<file path="config.mk">
export PLATFORM = sky130hd
export DESIGN_NAME = apb_i2c_seq_ctrl_flat
export DESIGN_NICKNAME = d
export VERILOG_FILES = /design/src/rtl/apb_i2c_seq_pkg.sv /design/src/rtl/apb_i2c_seq_ctrl_if.sv /design/src/rtl/apb_i2c_seq_cmd_fifo.sv /design/src/rtl/apb_i2c_seq_ctrl.sv /design/src/flat_wrapper.sv
export SDC_FILE = /design/constraint.sdc
export NUM_CORES = 1
export LEC_CHECK = 0
export BUFFER_PORTS_ARGS = -buffer_cell sky130_fd_sc_hd__buf_2
export CAP_MARGIN = 0
export CELL_PAD_IN_SITES_DETAIL_PLACEMENT = 2
export CELL_PAD_IN_SITES_GLOBAL_PLACEMENT = 2
export CORE_AREA = 3 3 149 259
export CTS_CLUSTER_DIAMETER = 40
export DETAILED_ROUTE_END_ITERATION = 7
export DIE_AREA = 0 0 152 262
export PLACE_DENSITY = 0.77
export SLEW_MARGIN = 20
export SYNTH_ARGS = -nofsm -noshare
export SYNTH_HDL_FRONTEND = slang
export SYNTH_SLANG_ARGS = --single-unit
</file>
<file path="constraint.sdc">
create_clock -name PCLK -period 4.1 [get_ports PCLK]
set_input_delay 0.41 -clock PCLK [delete_from_list [all_inputs] [get_ports PCLK]]
set_output_delay 0.41 -clock PCLK [all_outputs]
set_load 0.05 [all_outputs]
</file>
<file path="src/rtl/apb_i2c_seq_pkg.sv">
// Shared types for the APB-to-I2C sequencer: FSM states, bridge register
// map, the host command bundle and the command legality check.
package apb_i2c_seq_pkg;

    typedef enum logic [1:0] {
        S_IDLE,
        S_SETUP,
        S_ACCESS,
        S_RESP
    } state_t;

    localparam logic [31:0] ADDR_TX  = 32'd0;
    localparam logic [31:0] ADDR_RX  = 32'd4;
    localparam logic [31:0] ADDR_CFG = 32'd8;
    localparam logic [31:0] ADDR_TMO = 32'd12;

    typedef struct packed {
        logic        write;
        logic [31:0] addr;
        logic [31:0] wdata;
    } cmd_t;

    // TX, CONFIG and TIMEOUT are write-only; RX is read-only.
    function automatic logic cmd_is_legal(input cmd_t c);
        logic ok;
        ok = 1'b0;
        unique case (1'b1)
            c.write:  ok = (c.addr == ADDR_TX)  ||
                           (c.addr == ADDR_CFG) ||
                           (c.addr == ADDR_TMO);
            default:  ok = (c.addr == ADDR_RX);
        endcase
        return ok;
    endfunction

endpackage

</file>
<file path="src/rtl/apb_i2c_seq_ctrl_if.sv">
// Host command/response handshake plus APB master bus of the sequencer.
// master: the sequencer side. slave: host + bridge side (bench, glue).
//   cmd_*  : host command in (valid/ready)
//   rsp_*  : response out (valid/ready)
//   P*     : APB master signals, INT_RX: bridge RX-empty flag, busy: status
interface apb_i2c_seq_ctrl_if;

    logic        cmd_valid;
    logic        cmd_ready;
    logic        cmd_write;
    logic [31:0] cmd_addr;
    logic [31:0] cmd_wdata;

    logic        rsp_valid;
    logic        rsp_ready;
    logic [31:0] rsp_rdata;
    logic        rsp_err;
    logic        rsp_timeout;
    logic        rsp_auto;

    logic        PSELx;
    logic        PENABLE;
    logic        PWRITE;
    logic [31:0] PADDR;
    logic [31:0] PWDATA;
    logic [31:0] PRDATA;
    logic        PREADY;
    logic        PSLVERR;

    logic        INT_RX;
    logic        busy;

    modport master (
        input  cmd_valid, cmd_write, cmd_addr, cmd_wdata,
        output cmd_ready,
        output rsp_valid, rsp_rdata, rsp_err, rsp_timeout, rsp_auto,
        input  rsp_ready,
        output PSELx, PENABLE, PWRITE, PADDR, PWDATA,
        input  PRDATA, PREADY, PSLVERR,
        input  INT_RX,
        output busy
    );

    modport slave (
        output cmd_valid, cmd_write, cmd_addr, cmd_wdata,
        input  cmd_ready,
        input  rsp_valid, rsp_rdata, rsp_err, rsp_timeout, rsp_auto,
        output rsp_ready,
        input  PSELx, PENABLE, PWRITE, PADDR, PWDATA,
        output PRDATA, PREADY, PSLVERR,
        output INT_RX,
        input  busy
    );

endinterface

</file>
<file path="src/rtl/apb_i2c_seq_cmd_fifo.sv">
// Command FIFO of cmd_t, first-word-fall-through read port.
// Ports: PCLK, PRESET (async, high), push/wr_data, pop/rd_data, full, empty.
module apb_i2c_seq_cmd_fifo
    import apb_i2c_seq_pkg::*;
#(
    parameter int FIFO_DEPTH = 4
) (
    input  logic PCLK,
    input  logic PRESET,
    input  logic push,
    input  cmd_t wr_data,
    input  logic pop,
    output cmd_t rd_data,
    output logic full,
    output logic empty
);

    localparam int AW = $clog2(FIFO_DEPTH);

    cmd_t        mem [FIFO_DEPTH];
    logic [AW:0] wr_ptr;
    logic [AW:0] rd_ptr;
    logic        push_ok;
    logic        pop_ok;

    // Extra pointer bit separates full from empty when indices match.
    assign empty = (wr_ptr == rd_ptr);
    assign full  = (wr_ptr[AW] != rd_ptr[AW]) &&
                   (wr_ptr[AW-1:0] == rd_ptr[AW-1:0]);

    assign push_ok = push && !full;
    assign pop_ok  = pop && !empty;
    assign rd_data = mem[rd_ptr[AW-1:0]];

    always_ff @(posedge PCLK or posedge PRESET) begin
        if (PRESET) begin
            wr_ptr <= '0;
            rd_ptr <= '0;
        end else begin
            if (push_ok) wr_ptr <= wr_ptr + 1'b1;
            if (pop_ok)  rd_ptr <= rd_ptr + 1'b1;
        end
    end

    always_ff @(posedge PCLK) begin
        if (push_ok) mem[wr_ptr[AW-1:0]] <= wr_data;
    end

endmodule

</file>
<file path="src/rtl/apb_i2c_seq_ctrl.sv">
// APB master sequencer for the APB-to-I2C bridge: queues host commands,
// runs each as SETUP/ACCESS with PREADY timeout, returns one response each.
// Ports: PCLK, PRESET (async, active-high), bus (apb_i2c_seq_ctrl_if.master).
// Optional: APB_I2C_SEQ_RX_AUTODRAIN_EN adds round-robin auto reads of RX
// while INT_RX=0; otherwise INT_RX is ignored and rsp_auto is tied low.
module apb_i2c_seq_ctrl
    import apb_i2c_seq_pkg::*;
#(
    parameter int FIFO_DEPTH     = 4,
    parameter int TIMEOUT_CYCLES = 16
) (
    input  logic                PCLK,
    input  logic                PRESET,
    apb_i2c_seq_ctrl_if.master  bus
);

    localparam int CW = (TIMEOUT_CYCLES > 1) ? $clog2(TIMEOUT_CYCLES) : 1;
    localparam logic [CW-1:0] TMO_LAST = CW'(TIMEOUT_CYCLES - 1);

    state_t        state;
    logic          psel_q;
    logic          penable_q;
    logic          pwrite_q;
    logic [31:0]   paddr_q;
    logic [31:0]   pwdata_q;
    logic          rsp_valid_q;
    logic          rsp_err_q;
    logic          rsp_tmo_q;
    logic [31:0]   rsp_rdata_q;
    logic [CW-1:0] wait_cnt;

    cmd_t fifo_in;
    cmd_t head;
    cmd_t sel_cmd;
    logic fifo_full;
    logic fifo_empty;
    logic fifo_pop;
    logic fifo_req;
    logic grant_fifo;
    logic grant_auto;
    logic start;

    assign fifo_in = '{write: bus.cmd_write,
                       addr:  bus.cmd_addr,
                       wdata: bus.cmd_wdata};

    apb_i2c_seq_cmd_fifo #(
        .FIFO_DEPTH (FIFO_DEPTH)
    ) u_fifo (
        .PCLK    (PCLK),
        .PRESET  (PRESET),
        .push    (bus.cmd_valid),
        .wr_data (fifo_in),
        .pop     (fifo_pop),
        .rd_data (head),
        .full    (fifo_full),
        .empty   (fifo_empty)
    );

    assign fifo_req = !fifo_empty;

`ifdef APB_I2C_SEQ_RX_AUTODRAIN_EN
    logic last_auto_q;
    logic rsp_auto_q;
    logic auto_req;

    // last_auto_q resets to 1 so the FIFO wins the first contention.
    assign auto_req   = !bus.INT_RX;
    assign grant_fifo = fifo_req && (!auto_req || last_auto_q);
    assign grant_auto = auto_req && !grant_fifo;
    assign bus.rsp_auto = rsp_auto_q;
`else
    logic unused_int_rx;

    assign unused_int_rx = bus.INT_RX;
    assign grant_fifo    = fifo_req;
    assign grant_auto    = 1'b0;
    assign bus.rsp_auto  = 1'b0;
`endif

    assign start = (state == S_IDLE) && !rsp_valid_q &&
                   (grant_fifo || grant_auto);
    assign fifo_pop = start && grant_fifo;

    always_comb begin
        sel_cmd = head;
        if (grant_auto) begin
            sel_cmd = '{write: 1'b0, addr: ADDR_RX, wdata: 32'd0};
        end
    end

    always_ff @(posedge PCLK or posedge PRESET) begin
        if (PRESET) begin
            state       <= S_IDLE;
            psel_q      <= 1'b0;
            penable_q   <= 1'b0;
            pwrite_q    <= 1'b0;
            paddr_q     <= '0;
            pwdata_q    <= '0;
            rsp_valid_q <= 1'b0;
            rsp_err_q   <= 1'b0;
            rsp_tmo_q   <= 1'b0;
            rsp_rdata_q <= '0;
            wait_cnt    <= '0;
`ifdef APB_I2C_SEQ_RX_AUTODRAIN_EN
            last_auto_q <= 1'b1;
            rsp_auto_q  <= 1'b0;
`endif
        end else begin
            unique case (state)
                S_IDLE: begin
                    if (start) begin
`ifdef APB_I2C_SEQ_RX_AUTODRAIN_EN
                        last_auto_q <= grant_auto;
                        rsp_auto_q  <= grant_auto;
`endif
                        if (cmd_is_legal(sel_cmd)) begin
                            state    <= S_SETUP;
                            psel_q   <= 1'b1;
                            pwrite_q <= sel_cmd.write;
                            paddr_q  <= sel_cmd.addr;
                            pwdata_q <= sel_cmd.wdata;
                        end else begin
                            // Rejected without touching the APB bus.
                            state       <= S_RESP;
                            rsp_valid_q <= 1'b1;
                            rsp_err_q   <= 1'b1;
                            rsp_tmo_q   <= 1'b0;
                            rsp_rdata_q <= '0;
                        end
                    end
                end
                S_SETUP: begin
                    state     <= S_ACCESS;
                    penable_q <= 1'b1;
                    wait_cnt  <= '0;
                end
                S_ACCESS: begin
                    if (bus.PREADY) begin
                        state       <= S_RESP;
                        psel_q      <= 1'b0;
                        penable_q   <= 1'b0;
                        rsp_valid_q <= 1'b1;
                        rsp_err_q   <= bus.PSLVERR;
                        rsp_tmo_q   <= 1'b0;
                        rsp_rdata_q <= pwrite_q ? 32'd0 : bus.PRDATA;
                    end else if (wait_cnt == TMO_LAST) begin
                        state       <= S_RESP;
                        psel_q      <= 1'b0;
                        penable_q   <= 1'b0;
                        rsp_valid_q <= 1'b1;
                        rsp_err_q   <= 1'b1;
                        rsp_tmo_q   <= 1'b1;
                        rsp_rdata_q <= '0;
                    end else begin
                        wait_cnt <= wait_cnt + 1'b1;
                    end
                end
                S_RESP: begin
                    if (bus.rsp_ready) begin
                        state       <= S_IDLE;
                        rsp_valid_q <= 1'b0;
                    end
                end
                default: begin
                    state     <= S_IDLE;
                    psel_q    <= 1'b0;
                    penable_q <= 1'b0;
                end
            endcase
        end
    end

    assign bus.cmd_ready   = !fifo_full;
    assign bus.PSELx       = psel_q;
    assign bus.PENABLE     = penable_q;
    assign bus.PWRITE      = pwrite_q;
    assign bus.PADDR       = paddr_q;
    assign bus.PWDATA      = pwdata_q;
    assign bus.rsp_valid   = rsp_valid_q;
    assign bus.rsp_err     = rsp_err_q;
    assign bus.rsp_timeout = rsp_tmo_q;
    assign bus.rsp_rdata   = rsp_rdata_q;
    assign bus.busy        = (state != S_IDLE) || !fifo_empty;

endmodule

</file>
<file path="src/flat_wrapper.sv">
// flat-port wrapper written by rule: the top's interface ports become plain ports
module apb_i2c_seq_ctrl_flat import apb_i2c_seq_pkg::*;
#(
    parameter int FIFO_DEPTH     = 4,
    parameter int TIMEOUT_CYCLES = 16
)
  (PCLK, PRESET, bus_cmd_valid, bus_cmd_write, bus_cmd_addr, bus_cmd_wdata, bus_cmd_ready, bus_rsp_valid, bus_rsp_rdata, bus_rsp_err, bus_rsp_timeout, bus_rsp_auto, bus_rsp_ready, bus_PSELx, bus_PENABLE, bus_PWRITE, bus_PADDR, bus_PWDATA, bus_PRDATA, bus_PREADY, bus_PSLVERR, bus_INT_RX, bus_busy);
  apb_i2c_seq_ctrl_if bus_i ();
  input  logic PCLK;
  input  logic PRESET;
  input wire logic [$bits(bus_i.cmd_valid)-1:0] bus_cmd_valid;
  input wire logic [$bits(bus_i.cmd_write)-1:0] bus_cmd_write;
  input wire logic [$bits(bus_i.cmd_addr)-1:0] bus_cmd_addr;
  input wire logic [$bits(bus_i.cmd_wdata)-1:0] bus_cmd_wdata;
  output wire logic [$bits(bus_i.cmd_ready)-1:0] bus_cmd_ready;
  output wire logic [$bits(bus_i.rsp_valid)-1:0] bus_rsp_valid;
  output wire logic [$bits(bus_i.rsp_rdata)-1:0] bus_rsp_rdata;
  output wire logic [$bits(bus_i.rsp_err)-1:0] bus_rsp_err;
  output wire logic [$bits(bus_i.rsp_timeout)-1:0] bus_rsp_timeout;
  output wire logic [$bits(bus_i.rsp_auto)-1:0] bus_rsp_auto;
  input wire logic [$bits(bus_i.rsp_ready)-1:0] bus_rsp_ready;
  output wire logic [$bits(bus_i.PSELx)-1:0] bus_PSELx;
  output wire logic [$bits(bus_i.PENABLE)-1:0] bus_PENABLE;
  output wire logic [$bits(bus_i.PWRITE)-1:0] bus_PWRITE;
  output wire logic [$bits(bus_i.PADDR)-1:0] bus_PADDR;
  output wire logic [$bits(bus_i.PWDATA)-1:0] bus_PWDATA;
  input wire logic [$bits(bus_i.PRDATA)-1:0] bus_PRDATA;
  input wire logic [$bits(bus_i.PREADY)-1:0] bus_PREADY;
  input wire logic [$bits(bus_i.PSLVERR)-1:0] bus_PSLVERR;
  input wire logic [$bits(bus_i.INT_RX)-1:0] bus_INT_RX;
  output wire logic [$bits(bus_i.busy)-1:0] bus_busy;
  assign bus_i.cmd_valid = bus_cmd_valid;
  assign bus_i.cmd_write = bus_cmd_write;
  assign bus_i.cmd_addr = bus_cmd_addr;
  assign bus_i.cmd_wdata = bus_cmd_wdata;
  assign bus_cmd_ready = bus_i.cmd_ready;
  assign bus_rsp_valid = bus_i.rsp_valid;
  assign bus_rsp_rdata = bus_i.rsp_rdata;
  assign bus_rsp_err = bus_i.rsp_err;
  assign bus_rsp_timeout = bus_i.rsp_timeout;
  assign bus_rsp_auto = bus_i.rsp_auto;
  assign bus_i.rsp_ready = bus_rsp_ready;
  assign bus_PSELx = bus_i.PSELx;
  assign bus_PENABLE = bus_i.PENABLE;
  assign bus_PWRITE = bus_i.PWRITE;
  assign bus_PADDR = bus_i.PADDR;
  assign bus_PWDATA = bus_i.PWDATA;
  assign bus_i.PRDATA = bus_PRDATA;
  assign bus_i.PREADY = bus_PREADY;
  assign bus_i.PSLVERR = bus_PSLVERR;
  assign bus_i.INT_RX = bus_INT_RX;
  assign bus_busy = bus_i.busy;
  apb_i2c_seq_ctrl #(.FIFO_DEPTH(FIFO_DEPTH), .TIMEOUT_CYCLES(TIMEOUT_CYCLES)) u_core (.PCLK(PCLK), .PRESET(PRESET), .bus(bus_i));
endmodule
</file>
==> flow_summary.json <==
{
  "die_w_um": 152,
  "seq_area_frac_synth": 0.790,
  "status": "finished with violations",
  "hold_viol": 5,
  "clkSinkCount": 374,
  "synth-edff-count": 260,
  "vias_per_cell": 4.99,
  "start_util": 0.367,
  "crit_start": "u_core.u_fifo.rd_ptr[0]",
  "critPathRequiredTime_ps": 4510,
  "critical_path_class": "reg -> reg",
  "slew_headroom": 0.436,
  "r2r-start": "u_core.u_fifo.rd_ptr[0]",
  "cp_num_cells": 8,
  "grt_antenna_before_repair": 5,
  "cp_slowest_cell": "dfrtp_4",
  "stdcell_area_sq_um": 16600,
  "hpwl_um": 22500,
  "p_per_area_nw_per_um2": 721,
  "synth.avg_cell_area_sq_um": 19.9,
  "wl_per_cell_um": 23.2,
  "grt_pass1_vias": 8150,
  "setup_violations": 0,
  "clk_path_buf_depth": 3,
  "cp_max_fo": 40,
  "slowest_delay_ps": 710,
  "cp-start-kind": "register",
  "dpl_cell_area_sq_um": 15200,
  "wl_met1_um": 12100,
  "ys.flop_type": "edfxtp_1",
  "hold_class": "in -> async",
  "violations": "hold timing",
  "syn2layout_area_growth_pct": 22.7,
  "finClkSkew_ps": 18.5,
  "max-cap-violations": 0,
  "stdcell_count": 1428,
  "drc": 0,
  "grt_pass1_wl_um": 51000,
  "h-tree-depth": 2,
  "route.met2.wl_um": 18700,
  "core-area_sq_um": 36800,
  "intPower_mw": 8.15,
  "final_cell_mix": "edfxtp_1 (260), buf_2 (206), dfrtp_1 (112), clkbuf_16 (41), mux4_2 (35)",
  "switching_share": 0.317,
  "cts_hold_buffers": 0,
  "cts.root.buffer_cell": "clkbuf_16",
  "route.met3.wl_um": 1250,
  "cp_num_buf_inv": 2,
  "num_vias": 7123,
  "worst_path_dominant_cell_family": "multiplexers",
  "drive_gt1_frac": 0.392,
  "die_h_um": 262,
  "cts_buffers": 40,
  "clk_pin_slew_worst_paths_ps": 60,
  "grt-ovfl-total": 0,
  "yosysWarnings": 0,
  "drt_iter0_drc": 290,
  "syn_area_sq_um": 13500,
  "syn_inst": 678,
  "slew_viol_final": 0,
  "crit_path_cell_trace": "mux4_2 > nand2b_1 > xnor2_1 > inv_2 > or3_4 > nor2_4 > buf_4 > mux2_4",
  "placementRows": 93,
  "min_period_ps": 3270,
  "whs_ps": -10.9,
  "setup-tns-final_ps": 0,
  "rr_endpoint": "u_core.bus.PWDATA[4]",
  "place_congestion": 0.748,
  "postCtsSetupRepairBufs": 0,
  "finalWorstSetupSlack_ps": 831,
  "power_switching_mw": 3.79,
  "max_freq_mhz": 306,
  "power_frac_seq": 0.446,
  "cp-end-kind": "register",
  "async_reset_ff_frac": 0.305,
  "syn-num-nets": 793,
  "tritoncts": "yes",
  "p_comb_frac": 0.243,
  "worstRegToRegCells": 8,
  "dp_slack_ps": 751,
  "dp.cells": 1354,
  "ant_nets": 0,
  "ys_types": 46,
  "p_clk_frac": 0.311,
  "wl_um": 33100,
  "crit_arrival_ps": 3680,
  "ys_seq_elements": 374,
  "nNetsFinal": 1036,
  "ir_drop_uv": 379,
  "final_common_cell": "edfxtp_1",
  "dr.pass1.iters": 4,
  "gr-usage-all-layers": 0.167,
  "post-route-period-util": 0.797,
  "pin_count": 209,
  "die-area_sq_um": 39800,
  "setup.worst_path.end": "u_core.bus.PWDATA[4]",
  "clk_latency_ps": 530,
  "power.total_mw": 11.9,
  "worst_pin_slew_ps": 840,
  "port_buffers": 206,
  "grt_max_degree": 80,
  "rsz0062_at_grt": "no",
  "fin_util": 0.450,
  "highest_layer": "met5",
  "r2r_slack_ps": 830,
  "fill_cells": 3501,
  "p_leak_nw": 6.64,
  "post_cts_resized": 0
}
[power groups by stage]
stage               clock network (mW)  logic (mW)  registers (mW)
global placement                     0        2.85            5.33
floorplan                            0        1.49            5.87
finish                            3.72        2.90            5.32
detailed placement                   0        2.96            5.41
CTS                               3.83        2.98            5.34
global route                      4.00        3.14            5.41
[routing by layer]
metal,vias up,track usage
met3,56,0.0293
met4,2,0.0632
met5,-,0
met2,188,0.321
met1,3713,0.184
li1,3164,-
[worst min-delay path by stage]
stage	from	end	slack (ps)	cells past startpoint
floorplan	u_core.u_fifo.wr_ptr[2]	u_core.u_fifo.wr_ptr[2]	460	1
global placement	u_core.bus.rsp_timeout	u_core.bus.rsp_timeout	460	1
detailed placement	u_core.bus.rsp_timeout	u_core.bus.rsp_timeout	460	1
CTS	bus_cmd_wdata[17]	u_core.u_fifo.mem[0][17]	60	1
global route	PRESET	u_core.bus.rsp_rdata[3]	30	2
finish	PRESET	u_core.bus.rsp_rdata[3]	-10	2
[layout make-up]
| class | instances | area, sq um | share of cell area |
|---|---|---|---|
| inverter | 10 | 42.5 | 0.00257 |
| multi-input combinational | 269 | 2660 | 0.161 |
| clock inverter | 24 | 307 | 0.0185 |
| timing repair buffer | 226 | 1230 | 0.0744 |
| antenna | 3 | 7.51 | 0.000453 |
| clock buffer | 47 | 1050 | 0.0633 |
| tap | 475 | 594 | 0.0359 |
| sequential | 374 | 10700 | 0.644 |
[Yosys cell counts, types with 2 or more instances]
| cell | instances | area [sq um] |
|---|---|---|
| edfxtp_1 | 260 | 7810 |
| dfrtp_1 | 114 | 2850 |
| mux4_2 | 35 | 788 |
| a22o_1 | 34 | 298 |
| nor2b_1 | 30 | 188 |
| nor4_1 | 27 | 169 |
| mux2_4 | 20 | 300 |
| mux2_2 | 16 | 180 |
| nand2_1 | 14 | 52.6 |
| buf_2 | 11 | 55.1 |
| ha_1 | 11 | 138 |
| nor3_1 | 11 | 55.1 |
| nand3_1 | 10 | 50.1 |
| inv_1 | 9 | 33.8 |
| o21ai_0 | 8 | 40.0 |
| a21oi_1 | 7 | 35.0 |
| clkbuf_1 | 7 | 26.3 |
| nor2_1 | 6 | 22.5 |
| nand4_1 | 5 | 31.3 |
| and3_1 | 4 | 25.0 |
| xnor2_1 | 4 | 35.0 |
| xor2_1 | 4 | 35.0 |
| nor4b_1 | 3 | 26.3 |
| a31oi_1 | 2 | 12.5 |
| buf_12 | 2 | 40.0 |
| buf_4 | 2 | 15.0 |
| buf_6 | 2 | 22.5 |
| nand2b_1 | 2 | 12.5 |
[flip-flops by register name, summed over array words and instances (netlist names)]
name                    cells
u_core.bus.rsp_timeout      1
u_core.u_fifo.wr_ptr        3
u_core.bus.rsp_valid        1
u_core.bus.PSELx            1
u_core.state                2
u_core.bus.PADDR           32
u_core.wait_cnt             4
u_core.u_fifo.mem         260
u_core.bus.PENABLE          1
u_core.bus.PWRITE           1
u_core.bus.PWDATA          32
u_core.bus.rsp_rdata       32
u_core.u_fifo.rd_ptr        3
u_core.bus.rsp_err          1
[logic make-up after synthesis]
family,Yosys count,synth area share
xor gates and xnor gates,8,0.00519
adders and majority gates,11,0.0102
other,1,0.000278
muxes,71,0.0940
AOI/OAI and AO/OA,58,0.0337
DFF,374,0.790
buffers and inverters,35,0.0148
and+or+nand+nor,120,0.0519
Note: power is estimated with default switching activity, not from simulation.
